$ cat src/rtl/adder_arb_pkg.sv
// Shared types and constants for the two-requester adder arbiter.
package adder_arb_pkg;

  localparam int ADD_W = 4;

  localparam logic REQ0 = 1'b0;
  localparam logic REQ1 = 1'b1;

  typedef enum logic [1:0] {
    IDLE   = 2'd0,
    CALC   = 2'd1,
    RESULT = 2'd2
  } state_t;

endpackage

$ cat src/rtl/adder_arbiter_ripple_carry_adder.sv
// Shared ripple-carry adder: one bit cell per position, with the carry chained
// from LSB to MSB.
module ripple_carry_adder
  import adder_arb_pkg::*;
#(
  parameter int W = ADD_W
) (
  input  logic [W-1:0] a,
  input  logic [W-1:0] b,
  input  logic         cin,
  output logic [W-1:0] sum,
  output logic         cout
);

  logic [W:0] c;

  assign c[0] = cin;

  for (genvar i = 0; i < W; i++) begin : g_bit
    // full-adder cell for bit i
    assign sum[i]  = a[i] ^ b[i] ^ c[i];
    assign c[i+1]  = (a[i] & b[i]) | (c[i] & (a[i] ^ b[i]));
  end

  assign cout = c[W];

endmodule

$ cat src/rtl/adder_arbiter.sv
// Round-robin arbiter that shares one ripple-carry adder between two
// valid/ready requesters. The result is registered and tagged with the
// owning requester.
// Optional: define ADDER_ARB_STATS_EN to add saturating per-requester grant
// counters (grant_cnt0/grant_cnt1, STAT_W bits wide).
module adder_arbiter
  import adder_arb_pkg::*;
#(
  parameter int STAT_W = 8
) (
  input  logic              clk,
  input  logic              rst_n,
  input  logic              req0_valid,
  input  logic [ADD_W-1:0]  req0_a,
  input  logic [ADD_W-1:0]  req0_b,
  output logic              req0_ready,
  input  logic              req1_valid,
  input  logic [ADD_W-1:0]  req1_a,
  input  logic [ADD_W-1:0]  req1_b,
  output logic              req1_ready,
  output logic              res_valid,
  output logic [ADD_W-1:0]  res_sum,
  output logic              res_cout,
  output logic              res_id,
`ifdef ADDER_ARB_STATS_EN
  output logic [STAT_W-1:0] grant_cnt0,
  output logic [STAT_W-1:0] grant_cnt1,
`endif
  input  logic              res_ready
);

  if (STAT_W < 1) begin : g_stat_w_chk
    $error("STAT_W must be at least 1");
  end

  state_t             state, state_nxt;
  logic               last_grant;
  logic               win;
  logic               hs;
  logic [ADD_W-1:0]   op_a, op_b;
  logic               op_id;
  logic [ADD_W-1:0]   add_sum;
  logic               add_cout;

  // winner selection, grant handshake and next-state decode
  always_comb begin
    state_nxt  = state;
    hs         = 1'b0;
    win        = (req0_valid && req1_valid) ? ~last_grant : req1_valid;
    req0_ready = 1'b0;
    req1_ready = 1'b0;
    case (state)
      IDLE: begin
        if (req0_valid || req1_valid) begin
          hs         = 1'b1;
          req0_ready = (win == REQ0);
          req1_ready = (win == REQ1);
          state_nxt  = CALC;
        end
      end
      CALC:    state_nxt = RESULT;
      RESULT:  if (res_ready) state_nxt = IDLE;
      default: state_nxt = IDLE;
    endcase
  end

  // state register
  always_ff @(posedge clk or negedge rst_n) begin
    if (!rst_n) state <= IDLE;
    else        state <= state_nxt;
  end

  // operand capture and round-robin pointer, updated only on a grant
  always_ff @(posedge clk or negedge rst_n) begin
    if (!rst_n) begin
      op_a       <= '0;
      op_b       <= '0;
      op_id      <= REQ0;
      last_grant <= REQ1;
    end else if (hs) begin
      op_a       <= (win == REQ1) ? req1_a : req0_a;
      op_b       <= (win == REQ1) ? req1_b : req0_b;
      op_id      <= win;
      last_grant <= win;
    end
  end

  ripple_carry_adder #(.W(ADD_W)) u_rca (
    .a    (op_a),
    .b    (op_b),
    .cin  (1'b0),
    .sum  (add_sum),
    .cout (add_cout)
  );

  // result register: loaded at the end of CALC, released on consumer handshake
  always_ff @(posedge clk or negedge rst_n) begin
    if (!rst_n) begin
      res_valid <= 1'b0;
      res_sum   <= '0;
      res_cout  <= 1'b0;
      res_id    <= REQ0;
    end else if (state == CALC) begin
      res_valid <= 1'b1;
      res_sum   <= add_sum;
      res_cout  <= add_cout;
      res_id    <= op_id;
    end else if (res_valid && res_ready) begin
      res_valid <= 1'b0;
    end
  end

`ifdef ADDER_ARB_STATS_EN
  // saturating grant counters
  always_ff @(posedge clk or negedge rst_n) begin
    if (!rst_n) begin
      grant_cnt0 <= '0;
      grant_cnt1 <= '0;
    end else if (hs) begin
      if (win == REQ0 && grant_cnt0 != '1) grant_cnt0 <= grant_cnt0 + 1'b1;
      if (win == REQ1 && grant_cnt1 != '1) grant_cnt1 <= grant_cnt1 + 1'b1;
    end
  end
`endif

endmodule
$ cat config.mk
export PLATFORM = sky130hd
export DESIGN_NAME = adder_arbiter
export DESIGN_NICKNAME = d
export VERILOG_FILES = /design/src/rtl/adder_arb_pkg.sv /design/src/rtl/adder_arbiter_ripple_carry_adder.sv /design/src/rtl/adder_arbiter.sv
export SDC_FILE = /design/constraint.sdc
export NUM_CORES = 1
export LEC_CHECK = 0
export ABC_CLOCK_PERIOD_IN_PS = 6500
export BUFFER_PORTS_ARGS = -buffer_cell sky130_fd_sc_hd__buf_2
export CAP_MARGIN = 20
export CORE_MARGIN = 4
export CORE_UTILIZATION = 53
export CTS_BUF_LIST = sky130_fd_sc_hd__clkbuf_8 sky130_fd_sc_hd__clkbuf_16
export DETAILED_ROUTE_END_ITERATION = 7
export GPL_ROUTABILITY_DRIVEN = 1
export PLACE_DENSITY = 0.89
export SYNTH_ARGS = -nofsm -noshare
export SYNTH_HDL_FRONTEND = slang
export SYNTH_HIERARCHICAL = 1
export SYNTH_SLANG_ARGS = --single-unit
$ cat constraint.sdc
create_clock -name clk -period 6.5 [get_ports clk]
set_input_delay 1.95 -clock clk [delete_from_list [all_inputs] [get_ports clk]]
set_output_delay 1.95 -clock clk [all_outputs]
set_load 0.005 [all_outputs]
Word level (Yosys, flattened, before mapping)
Index checks and enable logic that the tools add are counted.
{"block": "totals", "ff_bits": 19, "input_bits": 21, "output_inout_bits": 9, "word_cells": 52}
{"block": "op_classes", "eq_ne": 4, "n_mux": 14, "bitwise_logic": 19, "reduce_logical": 6}
{"op": "$mux 1", "n": 9}
{"op": "$mux 4", "n": 2}
{"op": "$and 1x1->1", "n": 7}
{"op": "$xor 1x1->1", "n": 7}
{"op": "$pmux 2 s3", "n": 1}
{"op": "$mux 2", "n": 2}
{"op": "$ne 2x2->1 const B", "n": 2}
{"op": "$or 1x1->1", "n": 3}
{"op": "$eq 2x1->1 const B", "n": 1}
{"op": "$eq 2x2->1 const B", "n": 1}
{"op": "$logic_and 1x1->1", "n": 2}
{"op": "$logic_not 2->1", "n": 1}
{"op": "$not 1->1", "n": 2}
{"op": "$reduce_and 2->1", "n": 1}
{"op": "$reduce_bool 2->1", "n": 1}
{"op": "$logic_or 1x1->1", "n": 1}

Depth between registers and ports, before layout
{"block": "depth", "ltp_word": 7, "depth_mapped": 10, "mapped_depth_nobuf": 10}

Modules after synthesis
The synthesis kept the hierarchy.
{"mod": "adder_arbiter", "n_inst": 1, "cells_per_inst": 71, "area_each_um2": 837.1}
{"mod": "ripple_carry_adder", "n_inst": 1, "cells_per_inst": 14, "area_each_um2": 117.6}

Worst setup path after synthesis
Ideal clock, no wire load.
{"block": "synth_timing", "path_kind": "in2out", "startpoint": "input req1_valid", "endpoint": "output req0_ready", "arrival_ps": 2445, "required_time_ps": 4550, "slack_ps": 2105, "stages": 2, "n_path_buf": 0, "cell_sequence": "a21boi_4 nor4_4"}
{"block": "synth_via", "elab_chain_len": 5, "word_cells_on_any_way": 6}
{"item": "from (decl)", "line": "adder_arbiter.sv:17", "source": "input logic req1_valid,"}
{"item": "$logic_and 1x1->1", "line": "adder_arbiter.sv:49", "source": "win = (req0_valid && req1_valid) ? ~last_grant : req1_valid;"}
{"item": "$mux 1", "line": "adder_arbiter.sv:49"}
{"item": "$not 1->1", "line": "adder_arbiter.sv:56", "source": "req0_ready = (win == REQ0);"}
{"item": "$mux 1 (*)", "line": "adder_arbiter.sv:54", "source": "if (req0_valid || req1_valid) begin"}
{"item": "$mux 1 (*)", "line": "adder_arbiter.sv:52", "source": "case (state)"}
{"item": "to (decl)", "line": "adder_arbiter.sv:16", "source": "output logic req0_ready,"}
Mark *: on every way between the ends. The rest lies on a longest branch, timed or not.

Worst setup path after layout
Same ends and word-level chain as after synthesis.

==> results.toml <==
[global_routing]
global_route.overflow_total = 0
number_of_global_route_vias_before_repair = 710
maximum_number_of_pins_on_one_net_before_global_route_repair = 20
grt_pass1_wl_um = 3080
grt_util_all_layers = 0.162
antenna_found_initial = 0

[worst_setup_path]
critical_path_arrival_ns = 2.82
crit_required_ns = 4.55
r2r_setup_slack_ns = 4.33
timing.rr.start = "op_a[0]"
crit_type = "in -> out"
crit-reg2reg-capture = "res_sum[3]"
r2r_cells = 10
end_kind = "primary output"
cp-start-kind = "input port"
critPathMaxFanout = 10

[sta]
hold_viol = 0
setup_tns_ns = 0
grt_setup_unrepaired = "no"
report.final.setup_viol = 0
fin_crit_ns = 4.77
maxClockFrequency_mhz = 210
layout_worst_path_cycle_share = 0.734
timing.final.ws_setup_ns = 1.73
finalClockSkew_ns = 0.00417
slew_violations = 0

[power_and_ir_drop]
static_power_due_to_leakage_nw = 0.637
p_per_area_nw_per_um2 = 466
ir_drop_uv = 339

[clock_tree]
clockRootBuffer = "clkbuf_8"
clock_sink_count = 19
cts_setup_buffers = 0
cts_inserted_buffers = 3
cts_max_level = 1
worstSkewPairLatency_ns = 0.25
clockBufferDepth = 2
holdBufCountCts = 0
cts_tree = "done"
post_cts_resized = 0
clk_pin_slew_worst_paths_ns = 0.07

[worst_hold_path]
hold_depth = 2
min_path_type = "reg -> reg"
timing.hold.worst_endpoint = "res_sum[1]"
min-delay-start = "res_sum[1]"

[layout]
fill_cells = 144
nNetsFinal = 142
antennaDiodeCount = 0
synthToLayoutAreaGrowth_pct = 21.8
post_route_cells_drive_above_1_share = 0.422
finish.utilization = 0.681

[die]
pin_count = 30
floorplan.die.width_um = 50.4
die_area_um2 = 2540
placement_rows = 15
initial_core_util = 0.559
die_y_um = 50.4
core_area_um2 = 1710

[placement]
buffer_ports.inserted = 29
detailedPlacementHpwl_um = 1460
post_placement_setup_slack_ns = 1.74
routabilityCongestion = 0.706

[synthesis]
syn-mean-instance-area_um2 = 11.2
yosys.cell_types.count = 22
synth_cells = 85
ys_ff_latch = 19
seq_area_frac_synth = 0.499
netlist_top_cells_area = "dfrtp_1 (47%), fa_1 (8.4%), nand2_1 (7.1%)"
synth_enable_flop_cells = 0
synth_top_cell_area_share = 0.472
mappedNetlistNets = 110
async_flop_share = 1.00
synthesis.area_um2 = 955
synth.largest_area_cell = "dfrtp_1"
ys_top_cells_by_count = "dfrtp_1 (18), nand2_1 (18), inv_1 (12)"
ys.flop_type = "dfrtp_1"
ys_warn_count = 6

[route]
drt-wirelength-per-cell_um = 12.4
vias = 715
ant_nets = 0
drcViolationCount = 0
drt_pass1_iterations = 4
drt_iter0_drc = 14
postRouteWirelength_um = 1750
drt-vias-per-instance = 5.07

[job]
max-cap-violations = 0

[status]
outcome = "finished clean"
-- report_power, final --
group          internal, W  switching (W)  total [W]
clock network    0.0000426      0.0000380  0.0000806
logic             0.000116       0.000119   0.000236
registers         0.000180      0.0000451   0.000226
-- cells by family (layout without fill, tap and decap cells) --
family / Yosys count / count (layout) / synth area share
buf+inv: 14 / 45 / 0.0629
mux: 4 / 4 / 0.0472
other cells: 1 / 1 / 0.00393
compound gates: 12 / 12 / 0.118
fa+ha+maj: 4 / 4 / 0.0839
simple gates: 31 / 31 / 0.185
flops: 19 / 19 / 0.499
-- stage by stage --
step                      cell area [µm²]  hold WS (ns)  power (W)  std cells
after detailed placement             1120         0.461   0.000469        137
after CTS                            1160         0.479   0.000548        141
after global placement               1120         0.455   0.000452        137
after global routing                 1160         0.503   0.000596        141
after floorplan                       955         0.439   0.000398         85
final                                1160         0.474   0.000542        141
-- registers in the layout, indices dropped and copies added (netlist names) --
| signal | cells |
|---|---|
| res_sum | 4 |
| res_valid | 1 |
| res_cout | 1 |
| state | 2 |
| op_id | 1 |
| op_b | 4 |
| op_a | 4 |
| last_grant | 1 |
| res_id | 1 |
-- critical path, stage by stage --
cell	delay, ns
buf_2	0.12
a21boi_4	0.17
nor4_4	0.38
buf_2	0.19
-- layer usage --
metal,vias up,wire length (µm),GRT usage
met5,-,0,0
met4,0,23,0.0673
met3,4,84,0.0297
met2,16,896,0.274
met1,354,748,0.204
li1,341,-,-
-- cell type report --
| class | count | area, µm² | share of cell area |
|---|---|---|---|
| Sequential cell | 19 | 477 | 0.410 |
| Multi-Input combinational cell | 52 | 418 | 0.360 |
| Timing Repair Buffer | 29 | 145 | 0.125 |
| Inverter | 12 | 45.0 | 0.0388 |
| Clock buffer | 3 | 41.3 | 0.0355 |
| Tap cell | 25 | 31.3 | 0.0269 |
| Clock inverter | 1 | 5.00 | 0.00431 |
-- cells in the final DEF (no fill, tap or decap), drive strengths merged, types with 2 or more instances in the layout --
cell / netlist / layout
clkbuf: 1 / 3
fa: 4 / 4
nand2: 18 / 18
a21o: 2 / 2
inv: 12 / 12
o21ai: 3 / 3
a221o: 6 / 6
dfrtp: 18 / 18
mux2: 4 / 4
buf: 1 / 29
nor2: 2 / 2
and3: 6 / 6
-- worst max-delay path by stage --
stage          slack, ns         end  cells after the start  startpoint
5_1_grt             1.68  req0_ready                      4  req1_valid
3_3_place_gp        1.78  req0_ready                      4  req1_valid
2_1_floorplan       2.10  req0_ready                      2  req1_valid
3_5_place_dp        1.74  req0_ready                      4  req1_valid
6_report            1.73  req0_ready                      4  req1_valid
4_1_cts             1.74  req0_ready                      4  req1_valid
Power figures use the tool's default switching activity.
